$ cat config.mk
export PLATFORM = sky130hd
export DESIGN_NAME = vga_fb_reader_flat
export DESIGN_NICKNAME = d
export VERILOG_FILES = /design/src/rtl/vga_fb_reader_if.sv /design/src/rtl/vga_fb_reader.sv /design/src/flat_wrapper.sv
export SDC_FILE = /design/constraint.sdc
export NUM_CORES = 1
export LEC_CHECK = 0
export ABC_AREA = 1
export CORE_MARGIN = 5
export CORE_UTILIZATION = 35
export CTS_BUF_LIST = sky130_fd_sc_hd__clkbuf_8
export DETAILED_ROUTE_END_ITERATION = 10
export REMOVE_ABC_BUFFERS = 1
export SYNTH_ARGS = -nofsm -noshare
export SYNTH_HDL_FRONTEND = slang
export SYNTH_SLANG_ARGS = --single-unit
$ cat constraint.sdc
create_clock -name clk -period 2 [get_ports clk]
set_input_delay 0.4 -clock clk [delete_from_list [all_inputs] [get_ports clk]]
set_output_delay 0.4 -clock clk [all_outputs]
set_load 0.1 [all_outputs]
$ cat src/rtl/vga_fb_reader_if.sv
// Frame-buffer scan-out bus: RAM read port plus colour/sync stream to the DAC.
// The reader drives the master modport; RAM model and DAC side use slave.
interface vga_fb_reader_if #(
  parameter int ADDR_W  = 19,
  parameter int COLOR_W = 8
);
  logic [ADDR_W-1:0]  oaddr;
  logic               ordren;
  logic [COLOR_W-1:0] iram_data;
  logic [COLOR_W-1:0] ocolor;
  logic               ocolor_vld;
  logic               ohsync;
  logic               ovsync;
  logic               oframe_start;

  modport master (
    output oaddr, ordren, ocolor, ocolor_vld, ohsync, ovsync, oframe_start,
    input  iram_data
  );

  modport slave (
    input  oaddr, ordren, ocolor, ocolor_vld, ohsync, ovsync, oframe_start,
    output iram_data
  );
endinterface

$ cat src/rtl/vga_fb_reader.sv
// VGA frame-buffer scan-out: raster counters, one RAM read per visible pixel,
// and a sync/blank delay line matched to the RAM read latency so colour and
// syncs leave the block together.
module vga_fb_reader #(
  parameter int H_ACTIVE       = 640,
  parameter int H_FP           = 16,
  parameter int H_SYNC         = 96,
  parameter int H_BP           = 48,
  parameter int V_ACTIVE       = 480,
  parameter int V_FP           = 10,
  parameter int V_SYNC         = 2,
  parameter int V_BP           = 33,
  parameter int H_CNT_WIDTH    = 10,
  parameter int V_CNT_WIDTH    = 10,
  parameter int VGA_ADDR_WIDTH = 19,
  parameter int COLOR_ID_WIDTH = 8,
  parameter int RD_LATENCY     = 2
) (
  input  logic               clk,
  input  logic               rst,
  input  logic               en,
  vga_fb_reader_if.master    fb
);

  localparam int H_TOTAL = H_ACTIVE + H_FP + H_SYNC + H_BP;
  localparam int V_TOTAL = V_ACTIVE + V_FP + V_SYNC + V_BP;

  localparam logic [H_CNT_WIDTH-1:0] H_LAST     = H_CNT_WIDTH'(H_TOTAL - 1);
  localparam logic [H_CNT_WIDTH-1:0] H_ACT_END  = H_CNT_WIDTH'(H_ACTIVE);
  localparam logic [H_CNT_WIDTH-1:0] H_SYNC_BEG = H_CNT_WIDTH'(H_ACTIVE + H_FP);
  localparam logic [H_CNT_WIDTH-1:0] H_SYNC_END = H_CNT_WIDTH'(H_ACTIVE + H_FP + H_SYNC);

  localparam logic [V_CNT_WIDTH-1:0] V_LAST     = V_CNT_WIDTH'(V_TOTAL - 1);
  localparam logic [V_CNT_WIDTH-1:0] V_ACT_END  = V_CNT_WIDTH'(V_ACTIVE);
  localparam logic [V_CNT_WIDTH-1:0] V_SYNC_BEG = V_CNT_WIDTH'(V_ACTIVE + V_FP);
  localparam logic [V_CNT_WIDTH-1:0] V_SYNC_END = V_CNT_WIDTH'(V_ACTIVE + V_FP + V_SYNC);

  // One raster position's worth of video qualifiers; syncs are active low.
  typedef struct packed {
    logic act;
    logic hs;
    logic vs;
    logic fs;
  } stage_t;

  // Idle value: blanked, both syncs deasserted, no frame-start.
  localparam stage_t IDLE = stage_t'(4'b0110);

  logic [H_CNT_WIDTH-1:0]    hCnt_q, hCnt_d;
  logic [V_CNT_WIDTH-1:0]    vCnt_q, vCnt_d;
  logic [VGA_ADDR_WIDTH-1:0] addrCnt_q, addrCnt_d;
  logic [VGA_ADDR_WIDTH-1:0] oaddr_q, oaddr_d;
  stage_t                    st0_q, st0_d;
  stage_t                    pipe_q [RD_LATENCY];
  stage_t                    pipeOut;
  logic                      hLast;
  logic                      vLast;
  logic [COLOR_ID_WIDTH-1:0] colorOut;

  // Next raster position, stage-0 qualifiers and the running read address.
  // The address counter reloads on the frame wrap so it never walks past
  // the last visible pixel into the next frame.
  always_comb begin
    hLast     = (hCnt_q == H_LAST);
    vLast     = (vCnt_q == V_LAST);
    hCnt_d    = hLast ? '0 : hCnt_q + 1'b1;
    vCnt_d    = vCnt_q;
    if (hLast) begin
      vCnt_d = vLast ? '0 : vCnt_q + 1'b1;
    end
    st0_d.act = (hCnt_q < H_ACT_END) && (vCnt_q < V_ACT_END);
    st0_d.hs  = !((hCnt_q >= H_SYNC_BEG) && (hCnt_q < H_SYNC_END));
    st0_d.vs  = !((vCnt_q >= V_SYNC_BEG) && (vCnt_q < V_SYNC_END));
    st0_d.fs  = (hCnt_q == '0) && (vCnt_q == '0);
    oaddr_d   = st0_d.act ? addrCnt_q : '0;
    addrCnt_d = addrCnt_q;
    if (hLast && vLast) begin
      addrCnt_d = '0;
    end else if (st0_d.act) begin
      addrCnt_d = addrCnt_q + 1'b1;
    end
  end

  // Raster counters and registered read request; en low parks everything
  // at (0,0) so the next enabled clock restarts the frame from the top.
  always_ff @(posedge clk or posedge rst) begin
    if (rst) begin
      hCnt_q    <= '0;
      vCnt_q    <= '0;
      addrCnt_q <= '0;
      oaddr_q   <= '0;
      st0_q     <= IDLE;
    end else if (!en) begin
      hCnt_q    <= '0;
      vCnt_q    <= '0;
      addrCnt_q <= '0;
      oaddr_q   <= '0;
      st0_q     <= IDLE;
    end else begin
      hCnt_q    <= hCnt_d;
      vCnt_q    <= vCnt_d;
      addrCnt_q <= addrCnt_d;
      oaddr_q   <= oaddr_d;
      st0_q     <= st0_d;
    end
  end

  // Delay line matching the RAM read latency so blank/sync/frame-start line
  // up with the data returned for the same pixel.
  always_ff @(posedge clk or posedge rst) begin
    if (rst) begin
      for (int i = 0; i < RD_LATENCY; i++) begin
        pipe_q[i] <= IDLE;
      end
    end else if (!en) begin
      for (int i = 0; i < RD_LATENCY; i++) begin
        pipe_q[i] <= IDLE;
      end
    end else begin
      pipe_q[0] <= st0_q;
      for (int i = 1; i < RD_LATENCY; i++) begin
        pipe_q[i] <= pipe_q[i-1];
      end
    end
  end

  assign pipeOut  = pipe_q[RD_LATENCY-1];
  assign colorOut = pipeOut.act ? fb.iram_data : '0;

  assign fb.oaddr        = oaddr_q;
  assign fb.ordren       = st0_q.act;
  assign fb.ocolor       = colorOut;
  assign fb.ocolor_vld   = pipeOut.act;
  assign fb.ohsync       = pipeOut.hs;
  assign fb.ovsync       = pipeOut.vs;
  assign fb.oframe_start = pipeOut.fs;

endmodule

$ cat src/flat_wrapper.sv
// flat-port wrapper written by rule: the top's interface ports become plain ports
module vga_fb_reader_flat 
#(
  parameter int H_ACTIVE       = 640,
  parameter int H_FP           = 16,
  parameter int H_SYNC         = 96,
  parameter int H_BP           = 48,
  parameter int V_ACTIVE       = 480,
  parameter int V_FP           = 10,
  parameter int V_SYNC         = 2,
  parameter int V_BP           = 33,
  parameter int H_CNT_WIDTH    = 10,
  parameter int V_CNT_WIDTH    = 10,
  parameter int VGA_ADDR_WIDTH = 19,
  parameter int COLOR_ID_WIDTH = 8,
  parameter int RD_LATENCY     = 2
)
  (clk, rst, en, fb_oaddr, fb_ordren, fb_ocolor, fb_ocolor_vld, fb_ohsync, fb_ovsync, fb_oframe_start, fb_iram_data);
  vga_fb_reader_if #(.ADDR_W((19)), .COLOR_W((8))) fb_i ();
  input  logic clk;
  input  logic rst;
  input  logic en;
  output wire logic [$bits(fb_i.oaddr)-1:0] fb_oaddr;
  output wire logic [$bits(fb_i.ordren)-1:0] fb_ordren;
  output wire logic [$bits(fb_i.ocolor)-1:0] fb_ocolor;
  output wire logic [$bits(fb_i.ocolor_vld)-1:0] fb_ocolor_vld;
  output wire logic [$bits(fb_i.ohsync)-1:0] fb_ohsync;
  output wire logic [$bits(fb_i.ovsync)-1:0] fb_ovsync;
  output wire logic [$bits(fb_i.oframe_start)-1:0] fb_oframe_start;
  input wire logic [$bits(fb_i.iram_data)-1:0] fb_iram_data;
  assign fb_oaddr = fb_i.oaddr;
  assign fb_ordren = fb_i.ordren;
  assign fb_ocolor = fb_i.ocolor;
  assign fb_ocolor_vld = fb_i.ocolor_vld;
  assign fb_ohsync = fb_i.ohsync;
  assign fb_ovsync = fb_i.ovsync;
  assign fb_oframe_start = fb_i.oframe_start;
  assign fb_i.iram_data = fb_iram_data;
  vga_fb_reader #(.H_ACTIVE(H_ACTIVE), .H_FP(H_FP), .H_SYNC(H_SYNC), .H_BP(H_BP), .V_ACTIVE(V_ACTIVE), .V_FP(V_FP), .V_SYNC(V_SYNC), .V_BP(V_BP), .H_CNT_WIDTH(H_CNT_WIDTH), .V_CNT_WIDTH(V_CNT_WIDTH), .VGA_ADDR_WIDTH(VGA_ADDR_WIDTH), .COLOR_ID_WIDTH(COLOR_ID_WIDTH), .RD_LATENCY(RD_LATENCY)) u_core (.clk(clk), .rst(rst), .en(en), .fb(fb_i));
endmodule
==> flow_metrics.py, run 1 <==
metrics = {
    "power_and_ir_drop": {
        "ir_drop_uv": 270.9,
        "power_density_nw_per_um2": 750.4,
        "leakage_uw": 0.002207,
    },
    "grt": {
        "grt_max_degree": 71,
        "first_global_vias": 2703,
        "grt_pass1_wl_mm": 12.45,
        "grt_usage_pct": 13.26,
        "grt_remaining_overflow": 0,
        "antenna_found_initial": 0,
    },
    "final_layout": {
        "fillers": 960,
        "area_growth_pct": 24.88,
        "final_area_um2": 4370,
        "n_antenna_cell": 0,
        "stdcell_count": 636,
        "multi_input_area_um2": 1389,
        "drive_gt1_share_pct": 17.10,
        "ff_latch_area_um2": 1759,
        "postLayoutCoreUtil_pct": 44.71,
        "nets": 514,
    },
    "logic_synthesis": {
        "synthCells": 448,
        "synth_seq_area_share_pct": 50.27,
        "synth-main-ff-cell": "dfrtp_1",
        "synth-async-reset-ratio_pct": 100.0,
        "synth-seq-cells": 70,
        "synth_edf_count": 0,
        "synth-warning-count": 0,
        "synth.distinct_cells": 32,
        "avgSynthCellArea_um2": 7.812,
        "synth_area_um2": 3500,
    },
    "placed_design": {
        "dp_cells": 620,
        "io_buffers": 42,
        "gp_congestion": 0.8840,
        "placement.cell_area_um2": 4148,
        "hpwl_mm": 5.451,
    },
    "worst_setup_path": {
        "start_kind": "flop",
        "required_ns": 2.28,
        "crit_path_end_kind": "flop",
        "critical_path_class": "reg -> reg",
        "worst-path-max-fanout": 5,
        "cp.arrival_ns": 1.94,
    },
    "floorplanning": {
        "rows": 36,
        "initial_core_util_pct": 35.80,
        "num_io_pins": 43,
        "coreArea_um2": 9774,
        "die_h_um": 110.0,
        "dieArea_um2": 12100,
        "die_x_um": 110.0,
    },
    "detailed_routing": {
        "routed_wl_mm": 7.540,
        "dr.pass1.iters": 5,
        "routedWlPerCell_um": 11.86,
        "drt-vias-per-instance": 4.612,
        "drt-initial-drc-count": 146,
        "ant_nets": 0,
        "drc": 0,
        "vias": 2933,
    },
    "clock_network": {
        "cts_root_buffer": "clkbuf_8",
        "cts_tree": "done",
        "htreeDepth": 3,
        "insertion_delay_ns": 0.35,
        "numCtsBuffers": 9,
        "cts_max_path_buffers": 2,
        "cts_sinks": 70,
        "path_clk_slew_ns": 0.08,
        "postCtsSetupBuffers": 0,
        "ctsResizeCount": 0,
        "ctsHoldBuffers": 0,
    },
    "timing": {
        "tightest_slew_ns": 0.3647,
        "setup_viol": 0,
        "period_share_pct": 82.97,
        "maxSlewHeadroom_pct": 75.06,
        "hold_viol_final": 0,
        "period_needed_ns": 1.659,
        "fin_skew_ns": 0.008661,
        "timing.fmax_mhz": 602.6,
        "rsz0062_at_grt": "false",
        "maxSlewViolCount": 0,
    },
    "job": {
        "drv_cap": 0,
    },
    "status": {
        "outcome": "finished, final reports clean",
    },
    "worst_hold_path": {
        "hold_path.class": "reg -> reg",
    },
}
cells by family (layout without fill, tap and decap cells):
group	Yosys count	after routing	share of synthesized area, %
and+or+nand+nor	260	260	33.32
buffers and inverters	83	138	10.05
DFF	70	70	50.27
AOI/OAI and AO/OA	30	30	4.577
adders and majority gates	5	5	1.788
path summary, 6_finish.rpt:
check	from	endpoint	slack (ns)	cells past startpoint
max in group asynchronous	rst	u_core.st0_q[1]	1.23	3
setup reg to reg	u_core.addrCnt_q[0]	u_core.addrCnt_q[18]	0.34	9
setup / recovery	u_core.addrCnt_q[0]	u_core.addrCnt_q[18]	0.34	9
min in group asynchronous	rst	u_core.hCnt_q[4]	0.45	3
hold reg to reg	u_core.st0_q[0]	u_core.pipe_q[4]	0.43	2
hold / removal	u_core.st0_q[0]	u_core.pipe_q[4]	0.43	2
worst max-delay path, stage by stage, from the launching register on:
cell and delay, ns:
dfrtp_1 0.41, ha_1 0.26, nand3_1 0.15, nor2_1 0.24, nand3_1 0.16, clkinv_1 0.10
nand2_1 0.05, nor2_1 0.09, nor2_1 0.05, nor2_1 0.09
Yosys cell counts, types with 2 or more instances:
master	n	area, um^2
a21oi_1	14	70.07
buf_2	2	10.01
buf_4	3	22.52
buf_6	2	22.52
clkbuf_1	2	7.510
dfrtp_1	64	1602
dfstp_2	6	157.7
ha_1	5	62.56
inv_1	67	251.5
inv_2	4	15.01
nand2_1	98	367.9
nand2_2	3	18.77
nand2_4	2	22.52
nand3_1	43	215.2
nand3_2	2	20.02
nand4_1	15	93.84
nor2_1	76	285.3
nor2_2	5	31.28
nor2_4	2	22.52
nor3_1	6	30.03
nor3_2	2	20.02
o21ai_0	11	55.05
o21ai_1	2	10.01
or2_2	4	25.02
through the flow:
step	setup slack, ns	hold slack (ns)	power [uW]	setup TNS (ns)
CTS	0.3171	0.4281	3317	0
detailed placement	0.2798	0.4191	2030	0
global placement	0.2852	0.4317	2028	0
floorplan	-0.1583	0.4120	1877	-11.17
global route	0.1653	0.4542	3425	0
finish	0.3406	0.4292	3280	0
routing by layer:
layer | wire [um] | global-route usage (%) | vias to the layer above
met4 | 142 | 6.055 | 0
met2 | 3635 | 22.27 | 63
li1 | - | - | 1504
met1 | 3353 | 16.12 | 1354
met3 | 409 | 3.087 | 12
met5 | 0 | 0 | -
layout make-up:
| type | count | area share [%] |
|---|---|---|
| clock inverter | 6 | 1.947 |
| multi-input combinational | 295 | 31.78 |
| sequential | 70 | 40.25 |
| timing repair buffer | 50 | 12.88 |
| inverter | 72 | 6.184 |
| clock buffer | 10 | 3.149 |
| tap | 133 | 3.808 |
registers in the layout (all words and copies together) (netlist names), 3 cells and up:
| name | flops |
|---|---|
| u_core.addrCnt_q | 19 |
| u_core.hCnt_q | 10 |
| u_core.st0_q | 3 |
| u_core.fb.oaddr | 19 |
| u_core.vCnt_q | 10 |
| u_core.pipe_q | 4 |
cells in the final DEF (no fill, tap or decap), types with 3 or more instances in the layout:
| master | Yosys | final |
|---|---|---|
| a21oi_1 | 14 | 14 |
| buf_12 | 0 | 13 |
| buf_4 | 3 | 27 |
| clkbuf_8 | 0 | 10 |
| clkdlybuf4s50_1 | 0 | 10 |
| dfrtp_1 | 64 | 64 |
| dfstp_2 | 6 | 6 |
| ha_1 | 5 | 5 |
| inv_1 | 67 | 67 |
| inv_2 | 4 | 5 |
| nand2_1 | 98 | 98 |
| nand2_2 | 3 | 3 |
| nand3_1 | 43 | 43 |
| nand4_1 | 15 | 15 |
| nor2_1 | 76 | 76 |
| nor2_2 | 5 | 5 |
| nor3_1 | 6 | 6 |
| o21ai_0 | 11 | 11 |
| or2_2 | 4 | 4 |
where the power goes:
group,internal [uW],leakage [uW],switching [uW]
Clock,734,0.000114,547
Combinational,137,0.00115,328
Sequential,1480,0.000940,55.7
(Power assumes the default switching activity.)
==> inputs of run 2 (changes only) <==
==> constraint.sdc (replaced) <==
create_clock -name clk -period 1.4 [get_ports clk]
set_input_delay 0.28 -clock clk [delete_from_list [all_inputs] [get_ports clk]]
set_output_delay 0.28 -clock clk [all_outputs]
set_load 0.1 [all_outputs]
==> flow_metrics.py, run 2 (synthesized netlist as in run 1, its figures left out) <==
metrics = {
    "floorplanning": {
        "dieArea_um2": 12100,
        "die_h_um": 110.0,
        "num_io_pins": 43,
        "coreArea_um2": 9774,
        "die_x_um": 110.0,
        "initial_core_util_pct": 35.80,
        "rows": 36,
    },
    "worst_setup_path": {
        "worst-path-max-fanout": 5,
        "start_kind": "flop",
        "critical-path-top-delay-family": "simple AND/OR/NAND/NOR gates",
        "crit_buf_inv": 3,
        "crit_start": "u_core.hCnt_q[0]",
        "required_ns": 1.64,
        "critical_path_class": "reg -> reg",
        "cp_cell_sequence": "ha_2, nand3_4, inv_4, buf_6, nand3_2, nor2_2, buf_6, nor2_1, nand3_1, nand2_1",
        "cp_common_cell": "buf_6",
        "rr_startpoint": "u_core.hCnt_q[0]",
        "critPathMaxStageDelay_ns": 0.36,
        "critPathSlowestCell": "dfrtp_1",
        "cp.arrival_ns": 1.69,
        "crit_path_end_kind": "flop",
    },
    "status": {
        "violations": "setup timing",
        "outcome": "finished with violations",
    },
    "timing": {
        "period_needed_ns": 1.452,
        "timing.fmax_mhz": 688.5,
        "period_share_pct": 103.7,
        "setup_viol": 32,
        "hold_viol_final": 0,
        "maxSlewViolCount": 0,
        "tightest_slew_ns": 0.3574,
        "fin_ws_ns": -0.05239,
        "rsz0062_at_grt": "true",
        "fin_skew_ns": 0.01773,
        "maxSlewHeadroom_pct": 75.56,
    },
    "detailed_routing": {
        "vias": 3424,
        "drc": 0,
        "dr.pass1.iters": 4,
        "drt-vias-per-instance": 4.742,
        "routed_wl_mm": 9.531,
        "ant_nets": 0,
        "routedWlPerCell_um": 13.20,
        "drt-initial-drc-count": 155,
    },
    "clock_network": {
        "cts_root_buffer": "clkbuf_8",
        "cts_max_path_buffers": 2,
        "ctsHoldBuffers": 0,
        "cts_sinks": 70,
        "htreeDepth": 3,
        "insertion_delay_ns": 0.35,
        "numCtsBuffers": 9,
        "path_clk_slew_ns": 0.07,
        "cts_tree": "done",
    },
    "placed_design": {
        "gp_congestion": 0.8737,
        "io_buffers": 42,
        "placement.cell_area_um2": 4954,
        "hpwl_mm": 6.529,
    },
    "final_layout": {
        "n_antenna_cell": 0,
        "ff_latch_area_um2": 1762,
        "multi_input_area_um2": 1884,
        "nets": 600,
        "area_growth_pct": 66.39,
        "fillers": 804,
        "layout_commonest_cell": "buf_4",
        "layout_common_cells": "buf_4 (74), nand2_1 (68), dfrtp_1 (62), nor2_1 (55), inv_1 (49)",
        "final_area_um2": 5823,
        "drive_gt1_share_pct": 47.03,
    },
    "grt": {
        "grt_pass1_wl_mm": 15.03,
        "first_global_vias": 3310,
        "grt_usage_pct": 15.86,
        "grt_remaining_overflow": 0,
        "antenna_found_initial": 0,
        "grt_max_degree": 40,
    },
    "power_and_ir_drop": {
        "ir_drop_uv": 440.0,
        "p_total_uw": 4693,
        "leakage_uw": 0.002757,
        "power_density_nw_per_um2": 805.9,
    },
    "job": {
        "drv_cap": 0,
    },
    "worst_hold_path": {
        "hold_path.class": "in -> async",
    },
}
[run 2: cell count changes in the layout (fill, tap and decap cells not counted), sizes merged]
cell / change
buf: +86
clkbuf: -1
inv: -1
clkinv: +4
bufinv: -2
[run 2: cell type report]
class | count | area share, %
Multi-Input combinational cell | 295 | 32.36
Sequential cell | 70 | 30.25
Timing Repair Buffer | 136 | 26.73
Inverter | 72 | 5.071
Tap cell | 133 | 2.858
Clock buffer | 9 | 2.127
Clock inverter | 7 | 0.6016
[run 2: worst paths after layout]
path	end	slack (ns)	cells after the start
max in group asynchronous	u_core.fb.ordren	0.85	3
worst max-delay path	u_core.addrCnt_q[7]	-0.05	10
worst min-delay path	u_core.hCnt_q[7]	0.29	3
worst min register to register	u_core.pipe_q[4]	0.44	2
worst max register to register	u_core.addrCnt_q[7]	-0.05	10
min in group clk	u_core.pipe_q[4]	0.44	2
[run 2: where the power goes]
| part | total [uW] | leakage (uW) | switching, uW | internal, uW |
|---|---|---|---|---|
| Combinational | 1080 | 0.00173 | 626 | 451 |
| Clock | 1400 | 0.0000911 | 779 | 618 |
| Sequential | 2220 | 0.000937 | 105 | 2110 |
| Total | 4690 | 0.00276 | 1510 | 3180 |
[run 2: worst min-delay path, stage by stage]
cell and delay [ns]:
clkdlybuf4s50_1 0.41, inv_2 0.09, buf_4 0.21
[run 2: what timing repair did]
item,in CTS,in global routing
pin swaps,25,28
setup buffers,10,9
resized for setup,76,100
setup endpoints to repair,44,63
[run 2: per-stage QoR]
step                      hold slack [ns]  std cells  TNS, ns  utilization [%]  worst slack [ns]
final                              0.2943        722  -0.7646            59.58          -0.05239
after global placement             0.4198        689   -6.884            50.68           -0.1904
after global routing               0.3174        722   -3.181            59.58           -0.1334
after CTS                          0.2960        715  -0.1772            55.53          -0.02953
after detailed placement           0.4226        689   -8.564            50.68           -0.2374
after floorplan                    0.3797        437   -48.43                -           -0.6383
[run 2: layer usage]
| layer | share of wire, % | global-route usage (%) |
|---|---|---|
| met3 | 3.7 | 3.087 |
| met5 | 0 | 0 |
| met1 | 43 | 19.59 |
| met2 | 51 | 27.17 |
| met4 | 2.2 | 6.322 |
==> inputs of run 3 (changes only) <==
--- a/config.mk
+++ b/config.mk
@@ -9,6 +9,7 @@
 export CORE_MARGIN = 5
 export CORE_UTILIZATION = 35
 export CTS_BUF_LIST = sky130_fd_sc_hd__clkbuf_8
+export CTS_CLUSTER_DIAMETER = 100
 export DETAILED_ROUTE_END_ITERATION = 10
 export REMOVE_ABC_BUFFERS = 1
 export SYNTH_ARGS = -nofsm -noshare
==> results of run 3 <==
The final DEF is identical to that of run 2; final timing and power are the same.
